File: config.mk
export PLATFORM = sky130hd
export DESIGN_NAME = irq_exc_ctrl
export DESIGN_NICKNAME = d
export VERILOG_FILES = /design/src/rtl/irq_exc_ctrl.sv
export SDC_FILE = /design/constraint.sdc
export NUM_CORES = 1
export LEC_CHECK = 0
export BUFFER_PORTS_ARGS = -buffer_cell sky130_fd_sc_hd__buf_2
export CORE_ASPECT_RATIO = 2
export CORE_UTILIZATION = 30
export DETAILED_ROUTE_END_ITERATION = 10
export SETUP_SLACK_MARGIN = 0.02
export SLEW_MARGIN = 20
export SYNTH_ARGS = -nofsm -noshare
export SYNTH_HDL_FRONTEND = slang
export SYNTH_SLANG_ARGS = --single-unit
File: constraint.sdc
create_clock -name clk -period 1.6 [get_ports clk]
set_input_delay 0.4 -clock clk [delete_from_list [all_inputs] [get_ports clk]]
set_output_delay 0.4 -clock clk [all_outputs]
set_load 0.02 [all_outputs]
File: src/rtl/irq_exc_ctrl.sv
// irq_exc_ctrl: interrupt/exception sequencer for the pipelined core.
// Collects edge/level IRQs, arbitrates against decoder exceptions and
// drives a held redirect request until the pipeline accepts it.
//
// Ports:
//   clk, reset          : rising-edge clock, async active-low reset
//   irq_src             : raw interrupt lines (synchronous to clk)
//   illegal_inst, eret  : decoder flags for the ID-stage instruction
//   stall               : pipeline cannot accept a redirect this cycle
//   mask_we, mask_wdata : mask register write port (1 = enabled)
//   pend_clr            : write-1-to-clear strobes for edge pending bits
//   take_irq, take_exc  : held redirect requests
//   vector, irq_id      : redirect target PC and taken source index
//   pending, mask       : current pending and mask state
//   in_kernel           : high in REDIRECT or KERNEL
//   double_fault        : sticky, illegal_inst seen while in KERNEL
module irq_exc_ctrl #(
    parameter int                 NUM_SRC   = 4,
    parameter int                 ID_W      = 2,
    parameter logic [NUM_SRC-1:0] EDGE_MASK = NUM_SRC'(4'b0011),
    parameter logic [NUM_SRC-1:0] MASK_RST  = '0,
    parameter logic [31:0]        IRQ_BASE  = 32'h8000_0004,
    parameter logic [31:0]        EXC_VEC   = 32'h8000_0008
) (
    input  logic               clk,
    input  logic               reset,
    input  logic [NUM_SRC-1:0] irq_src,
    input  logic               illegal_inst,
    input  logic               eret,
    input  logic               stall,
    input  logic               mask_we,
    input  logic [NUM_SRC-1:0] mask_wdata,
    input  logic [NUM_SRC-1:0] pend_clr,
    output logic               take_irq,
    output logic               take_exc,
    output logic [31:0]        vector,
    output logic [ID_W-1:0]    irq_id,
    output logic [NUM_SRC-1:0] pending,
    output logic [NUM_SRC-1:0] mask,
    output logic               in_kernel,
    output logic               double_fault
);

    typedef enum logic [1:0] {
        ST_USER     = 2'd0,
        ST_REDIRECT = 2'd1,
        ST_KERNEL   = 2'd2
    } state_t;

    state_t             r_state;
    state_t             w_state_nxt;

    logic [NUM_SRC-1:0] r_hist;
    logic [NUM_SRC-1:0] r_pend;
    logic [NUM_SRC-1:0] r_mask;
    logic               r_take_irq;
    logic               r_take_exc;
    logic [31:0]        r_vector;
    logic [ID_W-1:0]    r_id;
    logic               r_dfault;

    logic               w_take_irq_nxt;
    logic               w_take_exc_nxt;
    logic [31:0]        w_vec_nxt;
    logic [ID_W-1:0]    w_id_nxt;
    logic               w_dfault_nxt;
    logic               w_accept;

    logic [NUM_SRC-1:0] w_act;
    logic               w_win_any;
    logic [ID_W-1:0]    w_win_id;

    logic [NUM_SRC-1:0] w_rise;
    logic [NUM_SRC-1:0] w_acc_clr;
    logic [NUM_SRC-1:0] w_edge_nxt;
    logic [NUM_SRC-1:0] w_pend_nxt;

    // Lowest enabled pending index wins; scan downward so the
    // last assignment is the lowest set bit.
    always_comb begin
        w_act     = r_pend & r_mask;
        w_win_any = |w_act;
        w_win_id  = '0;
        for (int i = NUM_SRC - 1; i >= 0; i--) begin
            if (w_act[i]) begin
                w_win_id = ID_W'(i);
            end
        end
    end

    // Accepting an interrupt redirect retires that source's edge pend.
    always_comb begin
        w_acc_clr = '0;
        for (int i = 0; i < NUM_SRC; i++) begin
            w_acc_clr[i] = w_accept & r_take_irq & (r_id == ID_W'(i));
        end
    end

    // Edge pend: a new rise in the same cycle as a clear keeps the bit.
    // Level pend: plain registered copy of the line.
    always_comb begin
        w_rise     = irq_src & ~r_hist;
        w_edge_nxt = w_rise | (r_pend & ~(pend_clr | w_acc_clr));
        w_pend_nxt = (EDGE_MASK & w_edge_nxt) | (~EDGE_MASK & irq_src);
    end

    always_comb begin
        w_state_nxt    = r_state;
        w_take_irq_nxt = r_take_irq;
        w_take_exc_nxt = r_take_exc;
        w_vec_nxt      = r_vector;
        w_id_nxt       = r_id;
        w_dfault_nxt   = r_dfault;
        w_accept       = 1'b0;
        unique case (r_state)
            ST_USER: begin
                if (illegal_inst) begin
                    w_state_nxt    = ST_REDIRECT;
                    w_take_exc_nxt = 1'b1;
                    w_vec_nxt      = EXC_VEC;
                    w_id_nxt       = '0;
                end else if (w_win_any) begin
                    w_state_nxt    = ST_REDIRECT;
                    w_take_irq_nxt = 1'b1;
                    w_vec_nxt      = IRQ_BASE + (32'(w_win_id) << 3);
                    w_id_nxt       = w_win_id;
                end
            end
            ST_REDIRECT: begin
                // Request is frozen until the pipeline takes it.
                if (!stall) begin
                    w_state_nxt    = ST_KERNEL;
                    w_take_irq_nxt = 1'b0;
                    w_take_exc_nxt = 1'b0;
                    w_vec_nxt      = '0;
                    w_accept       = 1'b1;
                end
            end
            ST_KERNEL: begin
                if (illegal_inst) begin
                    w_dfault_nxt = 1'b1;
                end
                if (eret) begin
                    w_state_nxt = ST_USER;
                end
            end
            default: begin
                w_state_nxt    = ST_USER;
                w_take_irq_nxt = 1'b0;
                w_take_exc_nxt = 1'b0;
                w_vec_nxt      = '0;
            end
        endcase
    end

    always_ff @(posedge clk or negedge reset) begin
        if (!reset) begin
            r_state <= ST_USER;
        end else begin
            r_state <= w_state_nxt;
        end
    end

    always_ff @(posedge clk or negedge reset) begin
        if (!reset) begin
            r_hist     <= '0;
            r_pend     <= '0;
            r_mask     <= MASK_RST;
            r_take_irq <= 1'b0;
            r_take_exc <= 1'b0;
            r_vector   <= '0;
            r_id       <= '0;
            r_dfault   <= 1'b0;
        end else begin
            r_hist     <= irq_src;
            r_pend     <= w_pend_nxt;
            r_take_irq <= w_take_irq_nxt;
            r_take_exc <= w_take_exc_nxt;
            r_vector   <= w_vec_nxt;
            r_id       <= w_id_nxt;
            r_dfault   <= w_dfault_nxt;
            if (mask_we) begin
                r_mask <= mask_wdata;
            end
        end
    end

    assign take_irq     = r_take_irq;
    assign take_exc     = r_take_exc;
    assign vector       = r_vector;
    assign irq_id       = r_id;
    assign pending      = r_pend;
    assign mask         = r_mask;
    assign in_kernel    = (r_state != ST_USER);
    assign double_fault = r_dfault;

endmodule
-- After elaboration in Yosys (flattened, before gate mapping)
Cells that the tools add are included.
- add/subtract/negate cells: 1
- multipliers: 0
- div/mod/pow operators: 0
- $lt $le $gt $ge: 0
- equality and inequality tests: 9
- shift operators: 0
- muxes and demuxes: 23
- bitwise gates (word level): 12
- reductions and logical operators: 11
- operators with widths (cell ; count):
    $mux W32 ; 3
    $pmux W32 S3 ; 1
    $add A32 B5 Y32 const A ; 1
    $mux W2 ; 10
    $ne A2 B2 Y1 const B ; 5
    $reduce_and A3 Y1 ; 3
    $mux W1 ; 6
    $pmux W1 S3 ; 2
    $pmux W2 S3 ; 1
    $and A2 B2 Y2 ; 2
    $and A4 B4 Y4 ; 1
    $eq A2 B1 Y1 const B ; 2
    $logic_not A2 Y1 ; 2
    $not A2 Y2 ; 2
    $or A2 B2 Y2 ; 2
    $or A2 B4 Y4 ; 1
    $reduce_and A2 Y1 ; 2
    $reduce_and A4 Y1 ; 1
    $reduce_bool A2 Y1 ; 2
    $reduce_or A4 Y1 ; 1
    $and A1 B1 Y1 ; 3
    $ne A3 B3 Y1 const B ; 1
    $eq A2 B2 Y1 const B ; 1
    $not A1 Y1 ; 1
- bits in registers: 49
- latch bits: 0
- RAM bits: 0
- bits in read-only memories: 0
- input bits: 18
- output and inout port bits: 46
- logic and storage cells: 65
- memories kept: 0

-- Depth between registers and ports, before layout
Gate-level depths: netlist (run 1).
- depth in word-level cells: 9
- gate-level depth with buffers: 5
- gate-level depth less buffers: 4

-- Least setup slack after synthesis (run 1)
OpenSTA, ideal clock, no wires.
- path type: register -> register
- start point: register r_state[1]
- end point: register r_pend[1], in the netlist pending[1]
- library setup time: 122 ps
- arrival: 1311 ps
- data required time: 1478 ps
- slack: 168 ps
- stages on the path, launching flop included: 5
- path buffers: 1
- period minus slack after synthesis: 1432 ps
- path through: dfrtp_1 clkbuf_1 nand2b_1 or4_1 a32o_1
- longest elaborated chain between the ends: 9
- ends and longest elaborated chain (what ; line ; RTL):
    start: declaration ; 50 ; state_t r_state;
    start signal: assignment ; 160 ; r_state <= w_state_nxt;
    $eq A2 B1 Y1 ; 115 ; unique case (r_state)
    $mux W1 ; 115 ;
    $and A1 B1 Y1 ; - ;
    $and A1 B1 Y1 ; 95 ; w_acc_clr[i] = w_accept & r_take_irq & (r_id == ID_W'(i));
    $or A2 B2 Y2 ; 103 ; w_edge_nxt = w_rise | (r_pend & ~(pend_clr | w_acc_clr));
    $not A2 Y2 ; 103 ;
    $and A2 B2 Y2 ; 103 ;
    $or A2 B2 Y2 ; 103 ;
    net w_edge_nxt[1] ; 75 ; logic [NUM_SRC-1:0] w_edge_nxt;
    $or A2 B4 Y4 ; 104 ; w_pend_nxt = (EDGE_MASK & w_edge_nxt) | (~EDGE_MASK & irq_src);
    end signal: assignment ; 176 ; r_pend <= w_pend_nxt;
    end: declaration ; 54 ; logic [NUM_SRC-1:0] r_pend;
The timed path passes the listed nets, and every way through them passes these cells.
A chain may end at the register's enable or synchronous reset.

-- Worst setup path after layout (run 1)
- start point: register r_state[1]
- end point: output port in_kernel
- longest elaborated chain between the ends: 1
- ends and longest elaborated chain (what ; line ; RTL):
    $reduce_bool A2 Y1 ; 194 ; assign in_kernel = (r_state != ST_USER);
    end: declaration ; 40 ; output logic in_kernel,
Every way passes these cells.

==> impl_metrics.toml, run 1 <==
[sta]
rsz0062_at_grt = "no"
tns_ns = 0
fmax_ghz = 0.649
period_needed_ns = 1.54
setup_ws_ns = 0.0584
worstMarginPinSlew_ns = 0.497
hold_viol = 0
finalCritPeriodShare_pct = 96.3
clock_skew_ns = 0.000987
finalSetupViolCount = 0
drv_slew = 0
relSlewSlack_pct = 66.6

[placed_design]
portBuffers = 33
place.gp.congestion = 0.764
hpwl_mm = 1.93
dpl_worst_slack_ns = 0.0334

[die]
rows = 31
coreArea_um2 = 3610
die_h_um = 88.5
pin_count = 64
die_w_um = 45.3
start_util_pct = 31.1
dieArea_um2 = 4010

[critical_path]
path_class = "register to output pin"
crit_slowest_cell = "dfrtp_2"
cpPeakStageDelay_ns = 0.45
cp.buffers_inverters = 2
crit_chain = "nor2_2, inv_1, buf_2"
end_kind = "output pin"
crit_family = "flip-flops"
required_ns = 1.20
start_kind = "register"
crit_arrival_ns = 1.14
worstPathMaxFanout = 6

[final_layout]
multiInputGateArea_um2 = 450
final_common_cell = "buf_2"
final_cell_mix = "33 x buf_2, 28 x conb_1, 20 x dfrtp_1, 10 x inv_1"
syn_to_final_growth_pct = 17.8
nets = 168
antenna_cells = 0
drive_above_1_share_pct = 32.2
fillCellCount = 401
seqCellArea_um2 = 527

[cts]
clock-sinks = 21
path_clk_slew_ns = 0.07
clock_path_buffers = 2
cts_root_buf = "clkbuf_8"
clk_latency_ns = 0.26
cts_tree = "yes"
cts_buffers = 3
post_cts_buffers = 0
cts-hold-fix-buffers = 0
htree_num_levels = 1

[detailed_routing]
routed_wirelength_mm = 2.32
viasPerCell = 4.39
wl_per_cell_um = 11.7
antenna_left = 0
first_iter_violations = 19
dr_total_vias = 870
drc = 0
dr.pass1.iters = 4

[run_status]
status = "finished, final reports clean"

[grt]
grt_pass1_vias = 876
antenna_found_initial = 0
grt_pass1_wl_mm = 3.65
grtUsageTotal_pct = 12.3
grt_max_degree = 22
grt-ovfl-total = 0

[min_path]
hp-class = "primary input to async pin"

[power_and_ir_drop]
power.density_nw_per_um2 = 1560
p_leak_nw = 0.692
max-vdd-ir-drop_v = 0.000801

[yosys]
yosysWarnings = 0
seq_area_frac_synth_pct = 46.8
synthFlopType = "dfrtp_1"
syn_avg_cell_area_um2 = 10.3
async_flop_share_pct = 100
syn-cell-area_um2 = 1120
syn-instance-count = 109
yosysTopAreaCell = "dfrtp_1"
synth-edff-count = 0
synth_top_area_share_pct = 46.8
post_synth_num_cell_types = 33
ys_ff_latch = 21
ys_top_cells_by_area = "dfrtp_1 47%, buf_4 19%, mux2_2 4.0%"

[job]
drv_cap = 0
[path summary, 6_finish.rpt]
check                           start          to  slack, ns  cells past startpoint
hold reg to reg             r_hist[0]  pending[0]       0.45                      1
setup / recovery           r_state[1]   in_kernel       0.06                      3
setup reg to reg           r_state[1]  pending[1]       0.17                      3
max in group asynchronous       reset  r_state[1]       1.17                      1
hold / removal                  reset     mask[0]       0.09                      1
min in group clk           irq_src[3]  pending[3]       0.24                      1
[state kept, by name (all words and copies together), names as in the netlist]
register and cells:
vector 4, r_state 2, take_irq 1, pending 4
double_fault 1, irq_id 2, mask 4, r_hist 2
take_exc 1
[what timing repair did]
action | 4_1_cts | 5_1_grt
gates cloned | 0 | 0
resized for setup | 1 | 1
endpoints found under the setup margin | 1 | 1
[layout make-up]
type / instances / area share [%]
Sequential cell: 21 / 39.8
Multi-Input combinational cell: 76 / 34.0
Timing Repair Buffer: 38 / 15.3
Tap cell: 49 / 4.63
Clock buffer: 4 / 3.40
Inverter: 10 / 2.84
[synth_stat cells (2+ instances only)]
cell	count
o22ai_1	3
mux2_2	4
a22oi_1	3
and2_1	2
buf_4	28
nand2_1	5
dfrtp_1	21
a21oi_1	2
nand2b_1	5
inv_1	10
and2b_1	2
a32o_1	2
nor2_1	2
[cell families (layout without fill, tap and decap cells)]
logic type	count (synthesis)	after routing	synth area share, %
buffers and inverters	39	52	22.4
AO/OA/AOI/OAI	22	22	15.1
AND/OR/NAND/NOR	22	22	11.4
flip-flops	21	21	46.8
multiplexers	4	4	4.01
other	1	28	0.334
[power by group]
part	total (mW)	internal (mW)	switching, mW
Sequential	0.814	0.682	0.132
Combinational	0.903	0.358	0.545
Clock	0.342	0.177	0.164
Total	2.06	1.22	0.841
[metal layers]
metal	share of wire (%)	GRT usage (%)	up-vias
li1	-	-	399
met1	35	12.5	417
met2	56	23.2	48
met3	6.2	2.04	6
met4	2.1	5.23	0
met5	0	0	-
[through the flow]
step	power [mW]	instance area [um2]	cells	util [%]	hold slack [ns]
after global placement	1.70	1270	194	35.3	0.377
after floorplan	1.44	1220	136	-	0.104
after CTS	2.08	1320	198	36.7	0.104
after detailed placement	1.72	1270	194	35.3	0.388
after global routing	2.18	1320	198	36.7	0.121
final	2.06	1320	198	36.7	0.0868
(Power assumes the default switching activity.)
==> run 2, diff against run 1 <==
--- a/config.mk
+++ b/config.mk
@@ -7,7 +7,7 @@
 export LEC_CHECK = 0
 export BUFFER_PORTS_ARGS = -buffer_cell sky130_fd_sc_hd__buf_2
 export CORE_ASPECT_RATIO = 2
-export CORE_UTILIZATION = 30
+export CORE_UTILIZATION = 25
 export DETAILED_ROUTE_END_ITERATION = 10
 export SETUP_SLACK_MARGIN = 0.02
 export SLEW_MARGIN = 20
==> run 2 against run 1 <==
Hold slack better by 0.0024 ns. First-iteration DRC count rose by 5.3%. Sequential power up 1%. Via count grew 1.1%. Critical path type unchanged. Register-to-register slack is essentially flat. Sequential share of layout area fell by 0.72 points. Design area grew 2.1%. Clock skew increased by 0.0028 ns. Core utilization shrank 5.6 points. Flip-flop and latch count unchanged. Combinational power up 3.1%. Setup slack improved by 0.022 ns.
==> impl_metrics.toml, run 2 (synthesis results as in run 1) <==
[grt]
use_met2_pct = 20.8
busiest_layer = "met2"
grt-ovfl-total = 0
grt_use_met1_pct = 10.6
grtUsageTotal_pct = 10.5
gr-usage-met3_pct = 1.10
grt_pass1_wl_mm = 3.89
grt_pass1_vias = 873
grt_max_degree = 22
antenna_found_initial = 0

[critical_path]
path_class = "register to output pin"
crit_arrival_ns = 1.12
end_kind = "output pin"
required_ns = 1.20
start_kind = "register"
reg2reg_depth = 3
worstPathMaxFanout = 6

[sta]
clock_skew_ns = 0.00379
fmax_ghz = 0.658
setup_ws_ns = 0.0802
drv_slew = 0
period_needed_ns = 1.52
finalCritPeriodShare_pct = 95.0
rsz0062_at_grt = "no"
finalSetupViolCount = 0
tns_ns = 0
hold_viol = 0
hold_ws_ns = 0.0892

[placed_design]
hpwl_mm = 1.97
portBuffers = 33
place.gp.congestion = 0.829
dpl_worst_slack_ns = 0.0325

[cts]
cts-hold-fix-buffers = 0
post_cts_buffers = 0
cts_tree = "yes"
htree_num_levels = 1
clk_latency_ns = 0.25
path_clk_slew_ns = 0.07
cts_buffers = 3
clock-sinks = 21
clock_path_buffers = 2
cts_root_buf = "clkbuf_8"

[die]
rows = 34
start_util_pct = 25.9
die_h_um = 96.8
coreArea_um2 = 4340
die_w_um = 49.4
pin_count = 64
dieArea_um2 = 4780

[power_and_ir_drop]
switching_power_uw = 858
power.density_nw_per_um2 = 1550
p_leak_nw = 0.703
p_seq_share_pct = 39.4
swShare_pct = 40.9
p_int_mw = 1.24
max-vdd-ir-drop_v = 0.00103
clockPowerShare_pct = 16.2
power.share.combinational_pct = 44.4

[job]
drv_cap = 0

[detailed_routing]
routed_wirelength_mm = 2.41
antenna_left = 0
viasPerCell = 4.29
drc = 0
first_iter_violations = 20
wl_per_cell_um = 11.7
dr.pass1.iters = 4
dr_total_vias = 880

[final_layout]
syn_to_final_growth_pct = 20.3
final_common_cell = "buf_2"
drive_above_1_share_pct = 33.8
antenna_cells = 0
final_cell_mix = "33 x buf_2, 28 x conb_1, 19 x dfrtp_1, 10 x inv_1, 7 x buf_4"
final_util_pct = 31.1
nets = 170

[run_status]
status = "finished, final reports clean"

[min_path]
hp-class = "primary input to async pin"
-- run 2: power groups by stage --
stage / clock [mW] / sequential [mW] / combinational (mW)
after global routing: 0.379 / 0.855 / 1.01
final: 0.339 / 0.825 / 0.931
after floorplan: 0 / 0.940 / 0.498
after detailed placement: 0 / 0.817 / 0.926
after global placement: 0 / 0.815 / 0.913
after CTS: 0.351 / 0.811 / 0.934
-- run 2: timing repair --
action	CTS	global route
pin swaps	0	0
endpoints found under the setup margin	1	1
hold endpoints to repair	0	0
resized for setup	1	3
-- run 2: stage by stage --
step	std cells	total power, mW	cell area [um2]
after floorplan	136	1.44	1220
after global placement	201	1.73	1300
after detailed placement	201	1.74	1300
after CTS	205	2.10	1340
after global routing	205	2.24	1350
final	205	2.10	1350
-- run 2: final cells by class --
cell class                 instances  area, um2
multi-input combinational         76        455
sequential                        21        528
timing repair buffer              40        218
clock buffer                       4       45.0
tap                               54       67.6
fill                             464       2990
inverter                          10       37.5
-- run 2: metal layers --
layer	wire length, um	vias up
met1	825	428
met5	0	-
li1	-	405
met2	1440	45
met3	121	2
met4	17	0
-- run 2: critical path: stages (launching register included) --
cell and delay, ns:
dfrtp_2 0.46, nor2_4 0.15, inv_1 0.09, buf_2 0.17
-- run 2: worst paths after layout --
path                       startpoint  slack [ns]         end
max                        r_state[1]        0.08   in_kernel
min                             reset        0.09   vector[4]
max reg2reg                r_state[1]        0.18  pending[1]
min reg2reg                 r_hist[0]        0.45  pending[0]
max in group asynchronous       reset        1.16  r_state[0]
min in group clk           irq_src[2]        0.25  pending[2]
==> run 3, diff against run 2 <==
--- a/config.mk
+++ b/config.mk
@@ -6,9 +6,12 @@
 export NUM_CORES = 1
 export LEC_CHECK = 0
 export BUFFER_PORTS_ARGS = -buffer_cell sky130_fd_sc_hd__buf_2
+export CELL_PAD_IN_SITES_DETAIL_PLACEMENT = 0
+export CELL_PAD_IN_SITES_GLOBAL_PLACEMENT = 2
 export CORE_ASPECT_RATIO = 2
-export CORE_UTILIZATION = 25
+export CORE_UTILIZATION = 24
 export DETAILED_ROUTE_END_ITERATION = 10
+export PLACE_DENSITY_LB_ADDON = 0.1
 export SETUP_SLACK_MARGIN = 0.02
 export SLEW_MARGIN = 20
 export SYNTH_ARGS = -nofsm -noshare
==> run 3 against run 2 <==
Critical path type is now register to register. Clock skew decreased by 0.0018 ns. Fmax about the same. Non-clock buffer count up 1. Sequential power fell by 0.6%. Via count down 2.8%. Count of clock-buffer cells in the layout shrank 1.
==> impl_metrics.toml, run 3 (synthesis results as in run 1) <==
[sta]
finalSetupViolCount = 0
drv_slew = 0
clock_skew_ns = 0.00200
rsz0062_at_grt = "yes"
hold_viol = 0
fmax_ghz = 0.659
hold_ws_ns = 0.0828
finalCritPeriodShare_pct = 94.9
tns_ns = 0
period_needed_ns = 1.52

[min_path]
hp-class = "primary input to async pin"

[power_and_ir_drop]
p_seq_share_pct = 37.8
power.share.combinational_pct = 45.7
switching_power_uw = 885
swShare_pct = 40.8
max-vdd-ir-drop_v = 0.000767
power.density_nw_per_um2 = 1580
clockPowerShare_pct = 16.5
p_leak_nw = 0.716
p_int_mw = 1.29

[critical_path]
crit_chain = "buf_12, nand2b_1, or4_4, a32o_1"
path_class = "register to register"
required_ns = 1.76
reg2reg_depth = 4
end_kind = "register"
cpPeakStageDelay_ns = 0.45
timing.rr.start = "r_state[1]"
crit_end = "pending[1]"
crit_arrival_ns = 1.68
worstSetupStartpoint = "r_state[1]"
start_kind = "register"
timing.rr.end = "pending[1]"
crit_slowest_cell = "dfrtp_2"
r2r_slack_ns = 0.08
worstPathMaxFanout = 6

[placed_design]
portBuffers = 33
place.gp.congestion = 0.720
hpwl_mm = 2.17
place_inst = 199

[detailed_routing]
antenna_left = 0
viasPerCell = 4.15
dr.pass1.iters = 4
first_iter_violations = 5
wl_per_cell_um = 12.8
routed_wirelength_mm = 2.64
dr_total_vias = 855
drc = 0

[grt]
grt_pass1_wl_mm = 4.45
grtUsageTotal_pct = 11.9
grt-ovfl-total = 0
antenna_found_initial = 0
grt_pass1_vias = 905
grt_max_degree = 22

[die]
coreArea_um2 = 4420
dieArea_um2 = 4980
start_util_pct = 25.4
die_w_um = 50.4
rows = 34
die_h_um = 98.8
pin_count = 64

[run_status]
status = "finished, final reports clean"

[final_layout]
fin_cells = 206
antenna_cells = 0
syn_to_final_growth_pct = 22.5
final_cell_mix = "33 x buf_2, 28 x conb_1, 19 x dfrtp_1, 10 x inv_1, 7 x buf_4"
drive_above_1_share_pct = 35.5
nets = 171
fillCellCount = 504
final_common_cell = "buf_2"

[cts]
path_clk_slew_ns = 0.08
cts_tree = "yes"
cts_buffers = 3
htree_num_levels = 1
clock-sinks = 21
clk_latency_ns = 0.26
clock_path_buffers = 2
cts_root_buf = "clkbuf_8"

[job]
drv_cap = 0
run 3: cell count changes in the layout (fill, tap and decap cells not counted):
cell | before | now
clkbuf_1 | 1 | 0
buf_12 | 0 | 1
or4_1 | 1 | 0
or4_4 | 0 | 1
clkinv_2 | 0 | 1
run 3: layer usage:
metal	GRT usage, %	wire [um]
met1	11.8	890
met3	2.01	115
met4	5.77	51
met5	0	0
met2	22.8	1590
run 3: repair_timing:
action / CTS / global route
buffers inserted: 2 / 1
setup endpoints to repair: 1 / 2
hold buffers: 0 / 0
resized for setup: 3 / 2
run 3: power by group through the flow:
| stage | logic, mW | clock network (mW) | registers (mW) |
|---|---|---|---|
| after global routing | 1.10 | 0.397 | 0.849 |
| after floorplan | 0.498 | 0 | 0.940 |
| after global placement | 0.893 | 0 | 0.833 |
| final | 0.993 | 0.357 | 0.820 |
| after detailed placement | 0.892 | 0 | 0.835 |
| after CTS | 0.985 | 0.377 | 0.817 |
run 3: final cells by class:
type / count / area, um2 / share of cell area, %
multi-input cells: 76 / 459 / 33.4
clock buffers: 3 / 41.3 / 3.00
repair buffers: 41 / 238 / 17.3
well taps: 54 / 67.6 / 4.91
inverters: 10 / 37.5 / 2.73
flip-flops and latches: 21 / 528 / 38.4
clock inverters: 1 / 5.00 / 0.364
run 3: per-stage QoR:
step	total power, mW	area [um2]	worst slack, ns	utilization, %
after CTS	2.18	1360	0.0304	30.7
after global routing	2.35	1380	0.0137	31.1
final	2.17	1380	0.0815	31.1
after detailed placement	1.73	1280	0.0328	29.0
after global placement	1.73	1280	0.0337	29.0
after floorplan	1.44	1220	0.168	-
run 3: worst min-delay path by stage:
stage          start      endpoint  slack, ns  depth (start not counted)
3_5_place_dp   reset      take_irq       0.40                          1
3_3_place_gp   reset      take_irq       0.40                          1
5_1_grt        reset     r_hist[1]       0.12                          1
4_1_cts        reset     r_hist[1]       0.11                          1
6_report       reset      take_irq       0.08                          1
2_1_floorplan  reset  double_fault       0.10                          0
run 3: worst max-delay path: cells and delay by family (launching register included):
| kind | cells | cell delay, ns |
|---|---|---|
| compound gates | 1 | 0.26 |
| flops | 1 | 0.45 |
| simple gates | 2 | 0.56 |
| buf+inv | 1 | 0.14 |
